## config.mk

```make
export PLATFORM = sky130hd
export DESIGN_NAME = fp_normalizer_flat
export DESIGN_NICKNAME = d
export VERILOG_FILES = /design/src/rtl/fp_pkg.sv /design/src/rtl/fp_normalizer_if.sv /design/src/rtl/fp_lzc.sv /design/src/rtl/fp_normalizer.sv /design/src/flat_wrapper.sv
export SDC_FILE = /design/constraint.sdc
export NUM_CORES = 1
export LEC_CHECK = 0
export BUFFER_PORTS_ARGS = -buffer_cell sky130_fd_sc_hd__buf_2
export CAP_MARGIN = 15
export CORE_ASPECT_RATIO = 2
export CORE_MARGIN = 2
export CORE_UTILIZATION = 48
export CTS_CLUSTER_SIZE = 30
export DETAILED_ROUTE_END_ITERATION = 7
export GPL_TIMING_DRIVEN = 0
export PLACE_DENSITY = 0.79
export RECOVER_POWER = 25
export SLEW_MARGIN = 20
export SYNTH_ARGS = -nofsm -noshare
export SYNTH_HDL_FRONTEND = slang
export SYNTH_SLANG_ARGS = --single-unit
```

## constraint.sdc

```tcl
create_clock -name clk -period 3.8 [get_ports clk]
set_clock_uncertainty 0.05 [all_clocks]
set_input_delay 0.57 -clock clk [delete_from_list [all_inputs] [get_ports clk]]
set_output_delay 0.57 -clock clk [all_outputs]
set_load 0.05 [all_outputs]
```

## src/rtl/fp_pkg.sv

```systemverilog
// fp_pkg: shared widths and stage payload types for the fp adder normalization path
//   EXP_W/SIG_W/MANT_W : exponent, significand and raw-sum widths
//   norm_in_t          : S1 payload (biased exponent + raw 27-bit sum)
//   norm_s2_t          : S2 payload (S1 payload + leading-zero count + low-zero flag)
//   norm_out_t         : S3 payload (normalized exponent/significand + flags)
package fp_pkg;
    localparam int EXP_W = 8;
    localparam int SIG_W = 24;
    localparam int MANT_W = 27;
    localparam logic [EXP_W-1:0] EXP_MAX = 8'hFF;
    typedef struct packed {
        logic [EXP_W-1:0]  exp;
        logic [MANT_W-1:0] mant;
    } norm_in_t;
    typedef struct packed {
        norm_in_t   d;
        logic [4:0] lz;
        logic       low_zero;
    } norm_s2_t;
    typedef struct packed {
        logic [EXP_W-1:0] exp;
        logic [SIG_W-1:0] mant;
        logic             zero;
        logic             ovf;
        logic             unf;
    } norm_out_t;
endpackage

```

## src/rtl/fp_normalizer_if.sv

```systemverilog
// fp_normalizer_if: valid/ready handshake and data bus of the normalization stage
//   in_*  : raw sum beat from the significand adder (slave consumes)
//   out_* : normalized result with zero/overflow/underflow flags (slave produces)
interface fp_normalizer_if;
    import fp_pkg::*;
    logic              in_valid;
    logic              in_ready;
    logic [EXP_W-1:0]  in_exp;
    logic [MANT_W-1:0] in_mant;
    logic              out_valid;
    logic              out_ready;
    logic [EXP_W-1:0]  out_exp;
    logic [SIG_W-1:0]  out_mant;
    logic              out_zero;
    logic              out_ovf;
    logic              out_unf;
    modport slave (
        input  in_valid, in_exp, in_mant, out_ready,
        output in_ready, out_valid, out_exp, out_mant, out_zero, out_ovf, out_unf
    );
    modport master (
        output in_valid, in_exp, in_mant, out_ready,
        input  in_ready, out_valid, out_exp, out_mant, out_zero, out_ovf, out_unf
    );
endinterface

```

## src/rtl/fp_lzc.sv

```systemverilog
// fp_lzc: combinational 25-bit leading-zero counter
//   d        : input vector, MSB first
//   cnt      : number of leading zeros (25 when d is zero)
//   all_zero : d has no set bit
module fp_lzc (
    input  logic [24:0] d,
    output logic [4:0]  cnt,
    output logic        all_zero
);
    always_comb begin
        cnt = 5'd25;
        for (int i = 0; i < 25; i++)
            if (d[i]) cnt = 5'(24 - i);
    end
    assign all_zero = ~|d;
endmodule

```

## src/rtl/fp_normalizer.sv

```systemverilog
// fp_normalizer: 3-stage post-add normalizer (carry right-shift / LZC left-shift, exp adjust, flags)
//   clk, rst : clock, asynchronous active-high reset
//   bus      : fp_normalizer_if.slave (in_valid/in_ready/in_exp/in_mant, out_valid/out_ready/out_exp/out_mant/out_zero/out_ovf/out_unf)
//   FP_NORM_ROUND_EN : when defined, S3 rounds to nearest even; otherwise it truncates
module fp_normalizer
    import fp_pkg::*;
(
    input logic             clk,
    input logic             rst,
    fp_normalizer_if.slave  bus
);
    logic      en;
    logic      s1_valid_q, s1_valid_d, s2_valid_q, s2_valid_d, s3_valid_q, s3_valid_d;
    norm_in_t  s1_q, s1_d;
    norm_s2_t  s2_q, s2_d;
    norm_out_t s3_q, s3_d, res;
    logic [4:0] lz;
    logic       lz_zero;
    logic [8:0]  exp9;
    logic [23:0] sig;
    logic [24:0] shl;
    logic        rnd, stk, zero, unf, ovf, grew;
    // One global stall: every stage moves only when the output slot is free.
    assign en = !s3_valid_q || bus.out_ready;
    fp_lzc u_lzc (
        .d        (s1_q.mant[25:1]),
        .cnt      (lz),
        .all_zero (lz_zero)
    );
    always_comb begin
        s1_valid_d = en ? bus.in_valid : s1_valid_q;
        s1_d       = en ? {bus.in_exp, bus.in_mant} : s1_q;
        s2_valid_d = en ? s1_valid_q : s2_valid_q;
        s2_d       = en ? {s1_q, lz, lz_zero} : s2_q;
        s3_valid_d = en ? s2_valid_q : s3_valid_q;
        s3_d       = en ? res : s3_q;
    end
    always_comb begin
        shl  = s2_q.d.mant[25:1] << s2_q.lz;
        exp9 = {1'b0, s2_q.d.exp};
        sig  = s2_q.d.mant[25:2];
        rnd  = s2_q.d.mant[1];
        stk  = s2_q.d.mant[0];
        zero = 1'b0;
        unf  = 1'b0;
        grew = 1'b0;
        if (s2_q.d.mant[26]) begin
            sig  = s2_q.d.mant[26:3];
            rnd  = s2_q.d.mant[2];
            stk  = |s2_q.d.mant[1:0];
            exp9 = exp9 + 9'd1;
            grew = 1'b1;
        end else if (!s2_q.d.mant[25]) begin
            if (s2_q.low_zero) begin
                zero = 1'b1;
            end else if ({4'b0, s2_q.lz} >= exp9) begin
                zero = 1'b1;
                unf  = 1'b1;
            end else begin
                sig  = shl[24:1];
                rnd  = shl[0];
                exp9 = exp9 - {4'b0, s2_q.lz};
            end
        end
`ifdef FP_NORM_ROUND_EN
        // Round-to-nearest-even; a carry out of the significand renormalizes to 1.0 with exp+1.
        if (!zero && rnd && (stk || sig[0])) begin
            sig  = sig + 24'd1;
            if (sig == 24'd0) begin
                sig  = 24'h800000;
                exp9 = exp9 + 9'd1;
                grew = 1'b1;
            end
        end
`endif
        // Only a carry or round carry can push the exponent into the reserved code.
        ovf      = !zero && grew && (exp9 >= {1'b0, EXP_MAX});
        res.exp  = zero ? '0 : (ovf ? EXP_MAX : exp9[7:0]);
        res.mant = (zero || ovf) ? '0 : sig;
        res.zero = zero;
        res.ovf  = ovf;
        res.unf  = unf;
    end
`ifndef FP_NORM_ROUND_EN
    logic unused_rs;
    assign unused_rs = rnd ^ stk;
`endif
    always_ff @(posedge clk or posedge rst) begin
        if (rst) begin
            s1_valid_q <= 1'b0;
            s2_valid_q <= 1'b0;
            s3_valid_q <= 1'b0;
            s1_q       <= '0;
            s2_q       <= '0;
            s3_q       <= '0;
        end else begin
            s1_valid_q <= s1_valid_d;
            s2_valid_q <= s2_valid_d;
            s3_valid_q <= s3_valid_d;
            s1_q       <= s1_d;
            s2_q       <= s2_d;
            s3_q       <= s3_d;
        end
    end
    assign bus.in_ready  = en;
    assign bus.out_valid = s3_valid_q;
    assign bus.out_exp   = s3_q.exp;
    assign bus.out_mant  = s3_q.mant;
    assign bus.out_zero  = s3_q.zero;
    assign bus.out_ovf   = s3_q.ovf;
    assign bus.out_unf   = s3_q.unf;
endmodule

```

## src/flat_wrapper.sv

```systemverilog
// flat-port wrapper written by rule: the top's interface ports become plain ports
module fp_normalizer_flat import fp_pkg::*;
  (clk, rst, bus_in_valid, bus_in_exp, bus_in_mant, bus_out_ready, bus_in_ready, bus_out_valid, bus_out_exp, bus_out_mant, bus_out_zero, bus_out_ovf, bus_out_unf);
  fp_normalizer_if bus_i ();
  input logic clk;
  input logic rst;
  input wire logic [$bits(bus_i.in_valid)-1:0] bus_in_valid;
  input wire logic [$bits(bus_i.in_exp)-1:0] bus_in_exp;
  input wire logic [$bits(bus_i.in_mant)-1:0] bus_in_mant;
  input wire logic [$bits(bus_i.out_ready)-1:0] bus_out_ready;
  output wire logic [$bits(bus_i.in_ready)-1:0] bus_in_ready;
  output wire logic [$bits(bus_i.out_valid)-1:0] bus_out_valid;
  output wire logic [$bits(bus_i.out_exp)-1:0] bus_out_exp;
  output wire logic [$bits(bus_i.out_mant)-1:0] bus_out_mant;
  output wire logic [$bits(bus_i.out_zero)-1:0] bus_out_zero;
  output wire logic [$bits(bus_i.out_ovf)-1:0] bus_out_ovf;
  output wire logic [$bits(bus_i.out_unf)-1:0] bus_out_unf;
  assign bus_i.in_valid = bus_in_valid;
  assign bus_i.in_exp = bus_in_exp;
  assign bus_i.in_mant = bus_in_mant;
  assign bus_i.out_ready = bus_out_ready;
  assign bus_in_ready = bus_i.in_ready;
  assign bus_out_valid = bus_i.out_valid;
  assign bus_out_exp = bus_i.out_exp;
  assign bus_out_mant = bus_i.out_mant;
  assign bus_out_zero = bus_i.out_zero;
  assign bus_out_ovf = bus_i.out_ovf;
  assign bus_out_unf = bus_i.out_unf;
  fp_normalizer u_core (.clk(clk), .rst(rst), .bus(bus_i));
endmodule
```

==> results of run 1 <==
## tightest hold or removal path, delay by kind of cell
kind | cells | cell delay, ps
buffers and inverters | 1 | 70
and+or+nand+nor | 2 | 90
## routing by layer
layer	part of all wire, %	vias to the layer above
li1	-	2953
met1	33	2962
met2	53	283
met3	5.0	105
met4	8.7	0
met5	0	-
## worst paths after layout
kind | from | end | slack, ps | depth (start not counted)
min in group asynchronous | rst | u_core.s1_q[22] | 790 | 2
min | bus_in_mant[1] | u_core.s1_q[1] | 350 | 3
max | u_core.s2_q[4] | u_core.bus.out_mant[7] | 190 | 13
max in group asynchronous | rst | u_core.s1_q[24] | 750 | 3
max reg2reg | u_core.s2_q[4] | u_core.bus.out_mant[7] | 190 | 13
min reg2reg | u_core.s2_valid_q | u_core.bus.out_valid | 420 | 1
## final cells by class
class / instances / area, sq um / area share [%]
Inverter: 17 / 68.8 / 0.891
Antenna cell: 1 / 2.50 / 0.0324
Tap cell: 189 / 236 / 3.06
Sequential cell: 112 / 2800 / 36.3
Multi-Input combinational cell: 606 / 3680 / 47.7
Clock buffer: 10 / 229 / 2.97
Clock inverter: 6 / 57.6 / 0.745
Timing Repair Buffer: 79 / 405 / 5.25
Buffer: 52 / 234 / 3.03
## power by group
part	internal [uW]	switching, uW	leakage (uW)
Clock	465	495	0.000142
Sequential	1610	527	0.00137
Combinational	1470	2850	0.00198
## registers in the layout (all words and copies together) (netlist names)
| name | cells |
|---|---|
| u_core.bus.out_valid | 1 |
| u_core.s2_q | 40 |
| u_core.s1_valid_q | 1 |
| u_core.bus.out_exp | 8 |
| u_core.bus.out_mant | 24 |
| u_core.bus.out_unf | 1 |
| u_core.bus.out_zero | 1 |
| u_core.s1_q | 34 |
| u_core.bus.out_ovf | 1 |
| u_core.s2_valid_q | 1 |
## metrics by stage
stage               std cells  hold slack [ps]  worst slack [ps]  TNS [ps]
global placement         1052              391              -934   -112120
floorplan                 789              380               221         0
detailed placement       1053              407              -363     -7410
finish                   1072              350               194         0
CTS                      1068              227              42.9         0
global route             1071              353              4.41         0
## repair_timing
item / CTS / global route
endpoints found under the setup margin: 29 / 27
buffers inserted: 0 / 4
endpoints found under the hold margin: 0 / 0
gates resized for setup: 4 / 5
## layout by cell type, fill, tap and decap left out, types with 5 or more instances in the layout
master,synthesis,layout
buf_2,7,80
and3_1,5,5
nor4_1,9,9
nor2_1,45,45
nor3_1,17,17
o21ai_0,40,40
clkbuf_1,40,38
inv_1,15,13
o21ai_1,15,15
o31ai_2,5,6
o31ai_1,10,9
nand2_1,259,259
a21oi_1,24,23
a211oi_1,13,13
dfrtp_1,112,112
mux4_2,20,20
clkbuf_16,0,9
o22ai_1,6,6
buf_4,1,5
a311oi_1,6,6
mux2i_1,20,20
a221oi_1,6,6
nand3_1,9,9
o21a_1,6,6
ha_1,6,6
mux2_2,9,9
## kinds of logic (layout without fill, tap and decap cells)
group / count (synthesis) / after routing / share of synthesized area (%)
simple gates: 373 / 373 / 23.1
compound gates: 172 / 172 / 17.9
flops: 112 / 112 / 41.4
buf+inv: 71 / 164 / 4.45
mux: 49 / 49 / 11.1
fa+ha+maj: 7 / 7 / 1.40
xor+xnor: 5 / 5 / 0.647
other cells: 0 / 1 / 0
==> qor.yml, run 1 <==
status:
  outcome: "finished, violations left"
  violations: "max-capacitance violations, max-slew violations"
global_route:
  grt_max_degree: 59
  grt_util_met1_pct: 32.0
  busiest_layer: "met2"
  grt_antenna_before_repair: 1
  grt_pass1_wl_um: 35000
  grt-ovfl-total: 0
  met2_usage_pct: 57.0
  grt_usage_pct: 31.8
  first_global_vias: 6248
  grt_use_met3_pct: 4.92
timing:
  max_freq_mhz: 277
  slew_headroom_pct: -57.2
  setup_viol: 0
  drv_slew: 56
  grt_setup_unrepaired: "no"
  tightestPinTransition_ps: 2340
  finalHoldViolations: 0
  min_period_ps: 3610
  fin_crit_sh_pct: 94.9
worst_setup_path:
  path_class: "flop to flop"
  worst_setup_path_end_kind: "flop"
  max_stage_delay_ps: 420
  path_max_fanout: 10
  critPathBufInv: 4
  required_ps: 3990
  cp_slowest_cell: "dfrtp_1"
  path_cells: "inv_1 > clkbuf_4 > ha_1 > buf_6 > a21o_1 > o21a_1 > nor4_2 > o21ai_2 > a2111oi_4 > o211ai_2 > o211ai_4 > buf_6 > o31ai_2"
  start_kind: "flop"
  cpMostUsedCell: "buf_6"
  arrival_ps: 3800
  crit_family: "compound AO/OA/AOI/OAI gates"
synth:
  syn_area_sq_mm: 0.00677
  synthTopCellsByArea: "dfrtp_1, nand2_1, mux4_2, mux2i_1, o21ai_0"
  synth_area_per_cell_sq_um: 8.58
  ys_seq_area_share_pct: 41.4
  yosysMostFrequentCell: "nand2_1"
  synth_ff_type: "dfrtp_1"
  yosysUniqueCellTypes: 70
  yosys.area.top_type: "dfrtp_1"
  synth_common_cells: "nand2_1, dfrtp_1, nor2_1, clkbuf_1, o21ai_0"
  yosysTopAreaCellShare_pct: 41.4
  syn_inst: 789
  ys_ff_latch: 112
  synth_nets: 835
  synth_edf_count: 0
  ys_async_sr_fraction_pct: 100
  yosys_warnings: 0
floorplanning:
  fp.coreArea_sq_mm: 0.0138
  pin_count: 76
  row_count: 61
  die_h_um: 172
  start_util_pct: 49.0
  dieArea_sq_mm: 0.0151
  die_x_um: 88.0
detailed_routing:
  via_per_inst: 5.88
  detail_route.wl_per_cell_um: 21.2
  drtAntennaViolNets: 0
  vias: 6303
  drtIter0Drc: 565
  postRouteWirelength_um: 22700
  drc: 0
  detail_route.first_pass.iterations: 5
cts:
  clk_pin_slew_ps: 80
  cts_root_buf: "clkbuf_16"
  clk_latency_ps: 360
  clockBufferDepth: 2
  cts.sinks: 112
  postCtsHoldBufs: 0
  cts_tree: "done"
  cts_buffers: 9
  h-tree-depth: 3
pwr:
  power.leakage_uw: 0.00350
  p_total_uw: 7420
  power_density_mw_per_mm2: 961
  ir_drop_uv: 387
min_path:
  hp-class: "input pin to flop"
final_layout:
  fin_nets: 923
  final_util_pct: 55.9
  syn_to_final_growth_pct: 14.0
  design_area_sq_mm: 0.00772
  drive_above_1_share_pct: 18.0
  nFillCells: 1331
placement:
  place_congestion: 1.00
  placedInstanceArea_sq_mm: 0.00741
  port_buffers: 74
  dpl.hpwl_um: 18100
run:
  timing.max_cap.violations: 1
Note: power is estimated with default switching activity, not from simulation.
==> run 2: changes to the inputs <==
--- a/config.mk
+++ b/config.mk
@@ -8,13 +8,13 @@
 export BUFFER_PORTS_ARGS = -buffer_cell sky130_fd_sc_hd__buf_2
 export CAP_MARGIN = 15
 export CORE_ASPECT_RATIO = 2
-export CORE_MARGIN = 2
 export CORE_UTILIZATION = 48
 export CTS_CLUSTER_SIZE = 30
 export DETAILED_ROUTE_END_ITERATION = 7
 export GPL_TIMING_DRIVEN = 0
-export PLACE_DENSITY = 0.79
+export PLACE_DENSITY = 0.81
 export RECOVER_POWER = 25
+export REMOVE_ABC_BUFFERS = 1
 export SLEW_MARGIN = 20
 export SYNTH_ARGS = -nofsm -noshare
 export SYNTH_HDL_FRONTEND = slang
==> qor.yml, run 2 (same netlist as run 1, synthesis figures left out) <==
timing:
  drv_slew: 40  # -29%
  min_period_ps: 3590  # -15.0 ps
  setup_ws_ps: 209  # +15.0 ps
  tns_ps: 0  # unchanged
  grt_setup_unrepaired: "no"
  setup_viol: 0  # unchanged
  tightestPinTransition_ps: 1790  # -557 ps
  max_freq_mhz: 278  # +0.42%
  fin_crit_sh_pct: 94.5  # -0.40 points
  slew_headroom_pct: -19.9  # +37 points
  finalHoldViolations: 0  # unchanged
floorplanning:
  fp.coreArea_sq_mm: 0.0138  # unchanged
  die_x_um: 86.0  # -2.3%
  dieArea_sq_mm: 0.0146  # -3.4%
  row_count: 61  # unchanged
  start_util_pct: 49.0  # unchanged
  pin_count: 76  # unchanged
  die_h_um: 170  # -1.2%
detailed_routing:
  via_per_inst: 5.76  # -2.0%
  postRouteWirelength_um: 17000  # -25%
  vias: 5913  # -6.2%
  detail_route.wl_per_cell_um: 16.6  # -22%
  drc: 0  # unchanged
  detail_route.first_pass.iterations: 5  # unchanged
  drtIter0Drc: 458  # -19%
  drtAntennaViolNets: 0  # unchanged
pwr:
  seq_power_share_pct: 31.8  # +3.0 points
  internal_power_uw: 3610  # +1.8%
  power.net_switching_uw: 3460  # -11%
  power.leakage_uw: 0.00347  # -0.78%
  ir_drop_uv: 305  # -21%
  combPwrFrac_pct: 54.1  # -4.2 points
  p_clk_share_pct: 14.1  # +1.2 points
  switching_share_pct: 48.9  # -3.3 points
  power_density_mw_per_mm2: 917  # -4.6%
worst_setup_path:
  rrSetupSlack_ps: 210  # +20 ps
  cp-startpoint: "u_core.s2_q[4]"
  worst_setup_path_end_kind: "flop"
  regToRegEndpoint: "u_core.bus.out_mant[1]"
  r2r_start: "u_core.s2_q[4]"
  path_class: "flop to flop"
  start_kind: "flop"
  arrival_ps: 3810  # about the same
  crit_end: "u_core.bus.out_mant[1]"
  path_max_fanout: 22  # +12
  required_ps: 4020  # +30 ps
  r2r_cells: 11  # -2
cts:
  h-tree-depth: 3  # unchanged
  clockBufferDepth: 2  # unchanged
  cts_root_buf: "clkbuf_16"
  clk_latency_ps: 360  # about the same
  cts.sinks: 112  # unchanged
  postCtsHoldBufs: 0  # unchanged
  cts_tree: "done"
  clk_pin_slew_ps: 80  # about the same
  cts_buffers: 9  # unchanged
min_path:
  hold_path_startpoint: "bus_in_mant[2]"
  hp-class: "input pin to flop"
  holdPathStages: 3  # unchanged
final_layout:
  nFillCells: 1278  # -4.0%
  largest_register_ffs: 40  # unchanged
  layout_common_cells: "nand2_1, dfrtp_1, buf_2"
  final_util_pct: 55.8  # -0.10 points
  final_common_cell: "nand2_1"
  num_antenna_cells: 0  # -1
  multi_input_area_sq_mm: 0.00371  # +0.58%
  drive_above_1_share_pct: 19.8  # +1.8 points
  regArea_sq_mm: 0.00282  # +0.45%
  regMostFlops: "u_core.s2_q"
  design_area_sq_mm: 0.00771  # -0.18%
  fin_nets: 878  # -4.9%
  syn_to_final_growth_pct: 13.8
placement:
  dpl.hpwl_um: 11900  # -34%
  placedInstanceArea_sq_mm: 0.00728  # -1.8%
  place_congestion: 0.919  # -8.4%
  port_buffers: 74  # unchanged
  post-place-ws_ps: -825  # -462 ps
run:
  timing.max_cap.violations: 1  # unchanged
global_route:
  grt-ovfl-total: 0  # unchanged
  grt_max_degree: 86  # +46%
  grt_usage_pct: 24.0  # -7.9 points
  first_global_vias: 5453  # -13%
  grt_pass1_wl_um: 27500  # -22%
  grt_antenna_before_repair: 0  # -1
status:
  outcome: "finished, violations left"
  violations: "max-capacitance violations, max-slew violations"
==> run 2: cell count changes in the layout (fill, tap and decap cells not counted), moves of 2 or more <==
| cell | change |
|---|---|
| buf_4 | -3 |
| clkinvlp_4 | +2 |
| clkbuf_1 | -38 |
| dfrtp_1 | -6 |
| clkbuf_2 | -2 |
| buf_2 | -6 |
| buf_12 | +3 |
| inv_1 | -2 |
| buf_1 | -3 |
| dfrtp_4 | +2 |
| dfrtp_2 | +4 |
| buf_16 | +3 |
==> run 2: critical path, cell delays in order, from the launching register on <==
cell,delay [ps]
dfrtp_2,630
clkinvlp_4,220
ha_1,430
a21o_1,270
a21o_1,240
o21ai_2,260
nand2_2,240
a221o_1,420
o211ai_2,170
o211ai_4,120
buf_12,190
o31ai_2,250
==> run 2: worst min path at each step <==
stage / endpoint / slack (ps)
2_1_floorplan: u_core.s2_valid_q / 380
3_3_place_gp: u_core.s2_valid_q / 390
3_5_place_dp: u_core.bus.out_exp[2] / 400
4_1_cts: u_core.s1_q[3] / 160
5_1_grt: u_core.s1_q[22] / 360
6_report: u_core.s1_q[2] / 350
==> run 2: power by group through the flow <==
stage | Combinational, uW | Clock [uW] | Sequential, uW
6_report | 3830 | 996 | 2250
2_1_floorplan | 2290 | 0 | 2700
3_5_place_dp | 3690 | 0 | 2270
4_1_cts | 3760 | 1010 | 2260
5_1_grt | 4130 | 1060 | 2320
3_3_place_gp | 3610 | 0 | 2250
==> run 2: layout make-up <==
type                            count  area share (%)
Multi-Input combinational cell    607            48.1
Clock inverter                      7            1.09
Inverter                           17            1.02
Sequential cell                   112            36.5
Timing Repair Buffer               85            7.29
Clock buffer                        9            2.92
Tap cell                          189            3.07
==> run 2: timing repair <==
| action | 4_1_cts | 5_1_grt |
|---|---|---|
| endpoints found under the setup margin | 34 | 27 |
| buffers inserted | 4 | 2 |
| resized for setup | 9 | 3 |
| pin swaps | 2 | 0 |
| gates cloned | 1 | 0 |
==> run 2: through the flow <==
| stage | hold WS (ps) | power, uW | cells |
|---|---|---|---|
| 6_report | 347 | 7070 | 1026 |
| 5_1_grt | 358 | 7510 | 1026 |
| 4_1_cts | 160 | 7030 | 1024 |
| 3_5_place_dp | 401 | 5960 | 1003 |
| 3_3_place_gp | 395 | 5860 | 998 |
| 2_1_floorplan | 380 | 4990 | 735 |
==> run 2: metal layers <==
| metal | vias to the layer above | global-route usage (%) | part of all wire [%] |
|---|---|---|---|
| met2 | 167 | 41.9 | 54 |
| li1 | 2860 | - | - |
| met5 | - | 0 | 0 |
| met1 | 2848 | 28.8 | 39 |
| met4 | 0 | 12.4 | 3.9 |
| met3 | 38 | 2.42 | 3.0 |
==> run 3: changes to the inputs <==
--- a/config.mk
+++ b/config.mk
@@ -9,6 +9,7 @@
 export CAP_MARGIN = 15
 export CORE_ASPECT_RATIO = 2
 export CORE_UTILIZATION = 48
+export CTS_BUF_LIST = sky130_fd_sc_hd__clkbuf_4
 export CTS_CLUSTER_SIZE = 30
 export DETAILED_ROUTE_END_ITERATION = 7
 export GPL_TIMING_DRIVEN = 0
==> qor.yml, run 3 (same netlist as run 1, synthesis figures left out) <==
status:
  outcome: "finished, violations left"
  violations: "max-capacitance violations, max-slew violations"
pwr:
  power_density_mw_per_mm2: 888  # -3.2%
  p_total_uw: 6690  # -5.3%
  power.leakage_uw: 0.00339  # -2.3%
  ir_drop_uv: 302  # -1.1%
cts:
  h-tree-depth: 3  # unchanged
  cts.sinks: 112  # unchanged
  clockBufferDepth: 2  # unchanged
  cts_tree: "done"
  cts_buffers: 9  # unchanged
  clk_latency_ps: 480  # +120 ps
  clk_pin_slew_ps: 190  # +110 ps
  cts_root_buf: "clkbuf_4"
detailed_routing:
  drtAntennaViolNets: 0  # unchanged
  postRouteWirelength_um: 17000  # -0.11%
  drc: 0  # unchanged
  drtIter0Drc: 469  # +2.4%
  vias: 5885  # -0.47%
  detail_route.first_pass.iterations: 5  # unchanged
  via_per_inst: 5.72  # -0.67%
  detail_route.wl_per_cell_um: 16.5  # -0.30%
final_layout:
  layout_common_cells: "nand2_1, dfrtp_1, buf_2"
  fin_nets: 879  # +0.11%
  largest_register_ffs: 40  # unchanged
  drive_above_1_share_pct: 19.7  # -0.14 points
  final_common_cell: "nand2_1"
  regMostFlops: "u_core.s2_q"
  nFillCells: 1307  # +2.3%
  syn_to_final_growth_pct: 11.3
timing:
  tightestPinTransition_ps: 1670  # -116 ps
  min_period_ps: 3580  # -6.46 ps
  grt_setup_unrepaired: "no"
  max_freq_mhz: 279  # +0.18%
  tns_ps: 0  # unchanged
  finalHoldViolations: 0  # unchanged
  slew_headroom_pct: -12.1  # +7.8 points
  setup_viol: 0  # unchanged
  drv_slew: 41  # +2.5%
  holdWs_ps: 212  # -135 ps
  fin_crit_sh_pct: 94.3  # -0.17 points
floorplanning:
  fp.coreArea_sq_mm: 0.0138  # unchanged
  start_util_pct: 49.0  # unchanged
  die_h_um: 170  # unchanged
  row_count: 61  # unchanged
  die_x_um: 86.0  # unchanged
  dieArea_sq_mm: 0.0146  # unchanged
  pin_count: 76  # unchanged
worst_setup_path:
  worst_setup_path_end_kind: "flop"
  path_max_fanout: 26  # +18%
  path_class: "flop to flop"
  start_kind: "flop"
  arrival_ps: 3900  # +90 ps
  r2r_cells: 12  # +1
  required_ps: 4110  # +90 ps
global_route:
  met2_usage_pct: 42.3  # +0.41 points
  grt_util_met1_pct: 28.9  # +0.13 points
  grt-ovfl-total: 0  # unchanged
  grt_usage_pct: 24.1  # +0.10 points
  grt_use_met3_pct: 2.33  # -0.097 points
  first_global_vias: 5486  # +0.61%
  grt_antenna_before_repair: 1  # +1
  grt_pass1_wl_um: 27600  # +0.30%
  busiest_layer: "met2"
  grt_max_degree: 86  # unchanged
placement:
  place_congestion: 0.919  # unchanged
  port_buffers: 74  # unchanged
  dpl.hpwl_um: 11900  # unchanged
min_path:
  holdPathStages: 3  # unchanged
  hp-class: "input pin to flop"
run:
  timing.max_cap.violations: 1  # unchanged
## run 3: report_power, final
| group | internal (uW) | total [uW] | leakage, uW | switching [uW] |
|---|---|---|---|---|
| Clock | 217 | 640 | 0.0000852 | 424 |
| Sequential | 1610 | 2240 | 0.00136 | 630 |
| Combinational | 1470 | 3810 | 0.00194 | 2350 |
## run 3: worst paths after layout
kind                                       start                      end  slack [ps]
setup reg to reg                  u_core.s2_q[1]  u_core.bus.out_mant[23]         220
hold reg to reg            u_core.bus.out_exp[2]    u_core.bus.out_exp[2]         430
setup / recovery                  u_core.s2_q[1]  u_core.bus.out_mant[23]         220
min in group asynchronous                    rst           u_core.s1_q[3]         960
max in group asynchronous                    rst           u_core.s2_q[2]         900
hold / removal                    bus_in_mant[2]           u_core.s1_q[2]         210
## run 3: what timing repair did
action / CTS / global route
setup buffers: 5 / 1
hold buffers: 1 / 0
endpoints found under the hold margin: 7 / 0
gates cloned: 1 / 0
endpoints found under the setup margin: 34 / 27
pin swaps: 2 / 0
gates resized for setup: 9 / 4
## run 3: cell type report
| class | count | area (sq um) | share of cell area [%] |
|---|---|---|---|
| antenna | 1 | 2.50 | 0.0332 |
| clock buffer | 9 | 67.6 | 0.896 |
| clock inverter | 7 | 83.8 | 1.11 |
| inverter | 17 | 78.8 | 1.05 |
| multi-input combinational | 607 | 3700 | 49.1 |
| sequential | 112 | 2820 | 37.4 |
| tap | 189 | 236 | 3.14 |
| timing repair buffer | 86 | 552 | 7.32 |
## run 3: metal layers
metal / vias to the layer above / part of all wire [%]
met5: - / 0
li1: 2869 / -
met4: 0 / 3.9
met1: 2823 / 39
met3: 41 / 2.9
met2: 152 / 54
## run 3: critical path: stages, from the launching register on
cell	delay, ps
dfrtp_2	820
ha_1	280
inv_1	60
fa_1	390
and3_1	180
o21a_1	200
nor4_2	180
o21ai_2	160
a2111oi_4	410
o211ai_2	250
o211ai_4	270
buf_12	170
o21ai_1	70
## run 3: metrics by stage
stage	setup WS (ps)	instances	instance area, sq um	util, %
3_3_place_gp	-7310	998	7140	51.7
6_report	215	1028	7540	54.6
2_1_floorplan	-3860	735	6540	-
5_1_grt	16.5	1028	7540	54.6
4_1_cts	42.2	1026	7540	54.6
3_5_place_dp	-825	1003	7280	52.7
